$ cat config.mk
export PLATFORM = sky130hd
export DESIGN_NAME = minisrc_control_sequencer
export DESIGN_NICKNAME = d
export VERILOG_FILES = /design/src/rtl/minisrc_control_sequencer.sv
export SDC_FILE = /design/constraint.sdc
export NUM_CORES = 1
export LEC_CHECK = 0
export ABC_AREA = 1
export CAP_MARGIN = 15
export CORE_MARGIN = 8
export CORE_UTILIZATION = 43
export DETAILED_ROUTE_END_ITERATION = 7
export PLACE_DENSITY = 0.8
export SLEW_MARGIN = 20
export SYNTH_ARGS = -nofsm -noshare
export SYNTH_HDL_FRONTEND = slang
export SYNTH_SLANG_ARGS = --single-unit
$ cat constraint.sdc
create_clock -name Clock -period 2.2 [get_ports Clock]
set_input_delay 0.55 -clock Clock [delete_from_list [all_inputs] [get_ports Clock]]
set_output_delay 0.55 -clock Clock [all_outputs]
set_load 0.01 [all_outputs]
$ cat src/rtl/minisrc_control_sequencer.sv
// Hardwired T0..T6 control sequencer for the Mini SRC bus datapath.
// Strobes are decoded combinationally from the state register, IR and MemDone.
module minisrc_control_sequencer #(
    parameter int CNT_W = 16
) (
    input  logic             Clock,
    input  logic             Clear,
    input  logic             Run,
    input  logic [31:0]      IR,
    input  logic             MemDone,
    output logic             PCout,
    output logic             Zlowout,
    output logic             Zhighout,
    output logic             MDRout,
    output logic [15:0]      Rout,
    output logic [15:0]      Rin,
    output logic             MARin,
    output logic             PCin,
    output logic             MDRin,
    output logic             IRin,
    output logic             Yin,
    output logic             Zin,
    output logic             LOin,
    output logic             HIin,
    output logic             IncPC,
    output logic             Read,
    output logic             RAMRead,
    output logic [12:0]      AluOp,
    output logic             Busy,
    output logic             Halted,
    output logic             Fault,
    output logic [CNT_W-1:0] InstrCount
);

    typedef enum logic [3:0] {
        S_IDLE, S_T0, S_T1, S_T2, S_T3, S_T4, S_T5, S_T6, S_HALTED, S_FAULT
    } state_t;

    state_t           state_q, state_d;
    logic [CNT_W-1:0] count_q, count_d;

    logic [4:0]  opcode;
    logic [3:0]  ra, rb, rc;
    logic [14:0] ir_unused;
    logic        is_alu3, is_muldiv, is_unary, is_nop, is_halt;
    logic [12:0] alu_sel;
    logic        retire;

    assign opcode    = IR[31:27];
    assign ra        = IR[26:23];
    assign rb        = IR[22:19];
    assign rc        = IR[18:15];
    assign ir_unused = IR[14:0];

    function automatic logic [15:0] reg_sel(input logic [3:0] idx);
        return 16'h0001 << idx;
    endfunction

    // R0 is hardwired to zero, so its load enable is never raised.
    function automatic logic [15:0] reg_load(input logic [3:0] idx);
        return reg_sel(idx) & 16'hFFFE;
    endfunction

    always_comb begin
        is_alu3   = 1'b0;
        is_muldiv = 1'b0;
        is_unary  = 1'b0;
        is_nop    = 1'b0;
        is_halt   = 1'b0;
        alu_sel   = 13'h0000;
        case (opcode)
            5'b00011: begin is_alu3 = 1'b1;   alu_sel = 13'h0800; end
            5'b00100: begin is_alu3 = 1'b1;   alu_sel = 13'h0400; end
            5'b00101: begin is_alu3 = 1'b1;   alu_sel = 13'h1000; end
            5'b00110: begin is_alu3 = 1'b1;   alu_sel = 13'h0004; end
            5'b00111: begin is_alu3 = 1'b1;   alu_sel = 13'h0010; end
            5'b01000: begin is_alu3 = 1'b1;   alu_sel = 13'h0008; end
            5'b01001: begin is_alu3 = 1'b1;   alu_sel = 13'h0080; end
            5'b01010: begin is_alu3 = 1'b1;   alu_sel = 13'h0040; end
            5'b01011: begin is_alu3 = 1'b1;   alu_sel = 13'h0020; end
            5'b01111: begin is_muldiv = 1'b1; alu_sel = 13'h0200; end
            5'b10000: begin is_muldiv = 1'b1; alu_sel = 13'h0100; end
            5'b10001: begin is_unary = 1'b1;  alu_sel = 13'h0002; end
            5'b10010: begin is_unary = 1'b1;  alu_sel = 13'h0001; end
            5'b11010: is_nop  = 1'b1;
            5'b11011: is_halt = 1'b1;
            default: ;
        endcase
    end

    always_comb begin
        state_d  = state_q;
        count_d  = count_q;
        retire   = 1'b0;
        PCout    = 1'b0;
        Zlowout  = 1'b0;
        Zhighout = 1'b0;
        MDRout   = 1'b0;
        Rout     = 16'h0000;
        Rin      = 16'h0000;
        MARin    = 1'b0;
        PCin     = 1'b0;
        MDRin    = 1'b0;
        IRin     = 1'b0;
        Yin      = 1'b0;
        Zin      = 1'b0;
        LOin     = 1'b0;
        HIin     = 1'b0;
        IncPC    = 1'b0;
        Read     = 1'b0;
        RAMRead  = 1'b0;
        AluOp    = 13'h0000;
        case (state_q)
            S_IDLE: if (Run) state_d = S_T0;
            S_T0: begin
                PCout   = 1'b1;
                MARin   = 1'b1;
                IncPC   = 1'b1;
                Zin     = 1'b1;
                state_d = S_T1;
            end
            // Hold the memory read until RAM reports completion; PC loads on that cycle.
            S_T1: begin
                Zlowout = 1'b1;
                Read    = 1'b1;
                RAMRead = 1'b1;
                MDRin   = 1'b1;
                if (MemDone) begin
                    PCin    = 1'b1;
                    state_d = S_T2;
                end
            end
            S_T2: begin
                MDRout  = 1'b1;
                IRin    = 1'b1;
                state_d = S_T3;
            end
            S_T3: begin
                if (is_alu3) begin
                    Rout    = reg_sel(rb);
                    Yin     = 1'b1;
                    state_d = S_T4;
                end else if (is_muldiv) begin
                    Rout    = reg_sel(ra);
                    Yin     = 1'b1;
                    state_d = S_T4;
                end else if (is_unary) begin
                    Rout    = reg_sel(rb);
                    AluOp   = alu_sel;
                    Zin     = 1'b1;
                    state_d = S_T4;
                end else if (is_nop) begin
                    retire  = 1'b1;
                end else if (is_halt) begin
                    state_d = S_HALTED;
                end else begin
                    state_d = S_FAULT;
                end
            end
            S_T4: begin
                if (is_alu3) begin
                    Rout  = reg_sel(rc);
                    AluOp = alu_sel;
                    Zin   = 1'b1;
                end else if (is_muldiv) begin
                    Rout  = reg_sel(rb);
                    AluOp = alu_sel;
                    Zin   = 1'b1;
                end
                state_d = S_T5;
            end
            S_T5: begin
                Zlowout = 1'b1;
                if (is_muldiv) begin
                    LOin    = 1'b1;
                    state_d = S_T6;
                end else begin
                    Rin    = reg_load(ra);
                    retire = 1'b1;
                end
            end
            S_T6: begin
                Zhighout = 1'b1;
                HIin     = 1'b1;
                retire   = 1'b1;
            end
            default: ;
        endcase
        // Run is only consulted here and in IDLE, so a dropped Run lets the instruction finish.
        if (retire) begin
            count_d = count_q + CNT_W'(1);
            state_d = Run ? S_T0 : S_IDLE;
        end
    end

    assign Busy       = (state_q != S_IDLE) && (state_q != S_HALTED) && (state_q != S_FAULT);
    assign Halted     = (state_q == S_HALTED);
    assign Fault      = (state_q == S_FAULT);
    assign InstrCount = count_q;

    always_ff @(posedge Clock or posedge Clear) begin
        if (Clear) begin
            state_q <= S_IDLE;
            count_q <= '0;
        end else begin
            state_q <= state_d;
            count_q <= count_d;
        end
    end

endmodule

==> flow_summary.json <==
{
  "leakage_uw": 0.00235,
  "drive_gt1_share_pct": 41.5,
  "wl_per_cell_um": 18.6,
  "coreArea_um2": 5890,
  "layoutNonFillerInstCount": 731,
  "drc": 0,
  "violations": "negative setup slack",
  "fp-row-count": 28,
  "final_cell_mix": "nand2_1 (101), buf_4 (92), nor2_1 (61), buf_2 (40), nand3_1 (39)",
  "yosysTopAreaCell": "dfrtp_1",
  "grt_pass1_vias": 3972,
  "syn_inst": 471,
  "viasPerCell": 5.93,
  "globalplace.congestion": 0.929,
  "swShare_pct": 49.3,
  "grt_max_degree": 24,
  "drtAntennaViolNets": 0,
  "worstPathRequired_ns": 1.65,
  "overflow": 0,
  "hold_viol": 0,
  "synth_nets": 508,
  "start_util_pct": 44.2,
  "fin_crit_sh_pct": 115,
  "postPlaceCellArea_um2": 4180,
  "pwr-share-seq_pct": 20.1,
  "cts_root_buffer": "clkbuf_8",
  "synth-seq-cells": 20,
  "cts_buffer_depth": 2,
  "p_per_area_nw_per_um2": 634,
  "die_x_um": 93.8,
  "vias": 4333,
  "p_switching_uw": 1480,
  "wirelength_um": 13600,
  "antenna_found_initial": 0,
  "ios": 115,
  "synth_cell_type_count": 29,
  "criticalPathCategory": "in2out",
  "cts_buffers": 3,
  "die_h_um": 93.8,
  "post-place-cells": 697,
  "fp.dieArea_um2": 8800,
  "final_area_um2": 4740,
  "hold_buffers": 0,
  "crit_fanout": 5,
  "fin_ws_ns": -0.331,
  "htreeDepth": 1,
  "grt_pass1_wl_um": 18600,
  "rsz0062_at_grt": "true",
  "r2r_slack_ns": 0.23,
  "slew_viol_final": 0,
  "clock_skew_ns": 0.00405,
  "drt_iter0_drc": 491,
  "combPwrFrac_pct": 70.1,
  "synth-seq-area-share_pct": 19.2,
  "cp.arrival_ns": 1.98,
  "final_common_cell": "nand2_1",
  "io_buffers": 98,
  "areaGrowthSynthToFinish_pct": 82.1,
  "avgSynthCellArea_um2": 5.53,
  "clkPwrFrac_pct": 9.8,
  "synthesis.area_um2": 2600,
  "clock.fmax_mhz": 395,
  "netlist.area_leader.share_pct": 19.2,
  "yosys_warnings": 0,
  "irDropWorstVdd_mv": 0.609,
  "clock_latency_ns": 0.26,
  "min_path_type": "reg2reg",
  "intPower_uw": 1520,
  "cts_tree": "built",
  "ys_top_cells_by_area": "dfrtp_1 (19%), nand2_1 (18%), nor2_1 (11%)",
  "ys_async_sr_fraction_pct": 100,
  "drt_pass1_iterations": 8,
  "final_net_count": 694,
  "power.total_uw": 3010,
  "max_cap_violations": 0,
  "synth_edf_count": 0,
  "worst_setup_path_start_kind": "input port",
  "min_period_ns": 2.53,
  "cts_sinks": 20,
  "fin_util_pct": 80.6,
  "grtUsageTotal_pct": 25.2,
  "timing.hold.ws_ns": 0.521,
  "ys.flop_type": "dfrtp_1",
  "place_hpwl_um": 7980,
  "status": "complete, but fails checks",
  "antennaDiodeCount": 0,
  "cp-end-kind": "output pin",
  "clk_pin_slew_ns": 0.08,
  "setup_viol_count_final": 29
}
-- path summary, 6_finish.rpt --
check / start / endpoint / depth (start not counted)
worst max-delay path: IR[29] / Rout[14] / 11
worst min-delay path: InstrCount[14] / InstrCount[14] / 2
worst max register to register: state_q[0] / InstrCount[6] / 10
worst min register to register: InstrCount[14] / InstrCount[14] / 2
max in group asynchronous: Clear / InstrCount[9] / 3
min in group asynchronous: Clear / InstrCount[0] / 2
-- registers in the layout, summed over array words and instances, names as in the netlist --
| register | flops |
|---|---|
| InstrCount | 16 |
| state_q | 4 |
-- cells by family after synthesis --
family / share of synthesized area (%)
buffers and inverters: 13.6
adder cells (fa/ha/maj): 0.480
XOR/XNOR: 4.04
flip-flops: 19.2
AND/OR/NAND/NOR: 49.6
other: 0.144
AO/OA/AOI/OAI: 13.0
-- what timing repair did --
item / 4_1_cts / 5_1_grt
gates cloned: 3 / 1
buffers inserted: 17 / 10
endpoints found under the hold margin: 0 / 0
endpoints found under the setup margin: 62 / 55
resized for setup: 304 / 101
pin swaps: 26 / 29
-- layout make-up --
| type | instances | area (um^2) |
|---|---|---|
| fillers | 354 | 1140 |
| well taps | 75 | 93.8 |
| inverters | 50 | 215 |
| repair buffers | 210 | 1760 |
| clock buffers | 4 | 55.1 |
| flip-flops and latches | 20 | 503 |
| multi-input cells | 372 | 2120 |
-- worst max-delay path: stages --
cell and delay (ns):
buf_12 0.11, nor2_4 0.16, buf_4 0.14, nand3_1 0.17, buf_4 0.20, nand2_1 0.13, nand2_1 0.08, nand2_1 0.10
nand2_1 0.08, nand2_1 0.11, buf_2 0.14
-- power groups by stage --
stage	sequential [uW]	combinational (uW)	clock [uW]
after global routing	614	2210	312
after CTS	573	1750	287
after global placement	574	1620	0
after floorplan	586	844	0
final	605	2110	293
after detailed placement	577	1670	0
-- per-layer routing --
metal  global-route usage, %  wire length [um]  vias up
li1                        -                 -     1900
met1                    29.2              4840     1966
met2                    43.5              6400      369
met3                    5.52              1580       98
met4                    10.2               766        0
met5                       0                 0        -
-- stage by stage --
| stage | setup TNS (ns) | setup slack, ns |
|---|---|---|
| global placement | -39.12 | -0.913 |
| global route | -5.24 | -0.438 |
| CTS | -0.542 | -0.0873 |
| floorplan | 0 | 0.119 |
| detailed placement | -42.89 | -1.01 |
| finish | -3.02 | -0.331 |
-- cells in the mapped netlist, types with 2 or more instances --
library cell and instances:
a21oi_1 12, buf_2 3, buf_4 10, buf_6 2, clkbuf_1 14, clkinv_1 4, dfrtp_1 20, inv_1 38
inv_2 8, nand2_1 123, nand2_2 5, nand3_1 43, nand3_2 2, nand4_1 22, nor2_1 76, nor2_4 2
nor3_1 13, nor4_1 2, o21ai_0 38, o21ai_1 14, o21ai_2 2, xnor2_1 3, xor2_1 9
Note: power is estimated with default switching activity, not from simulation.
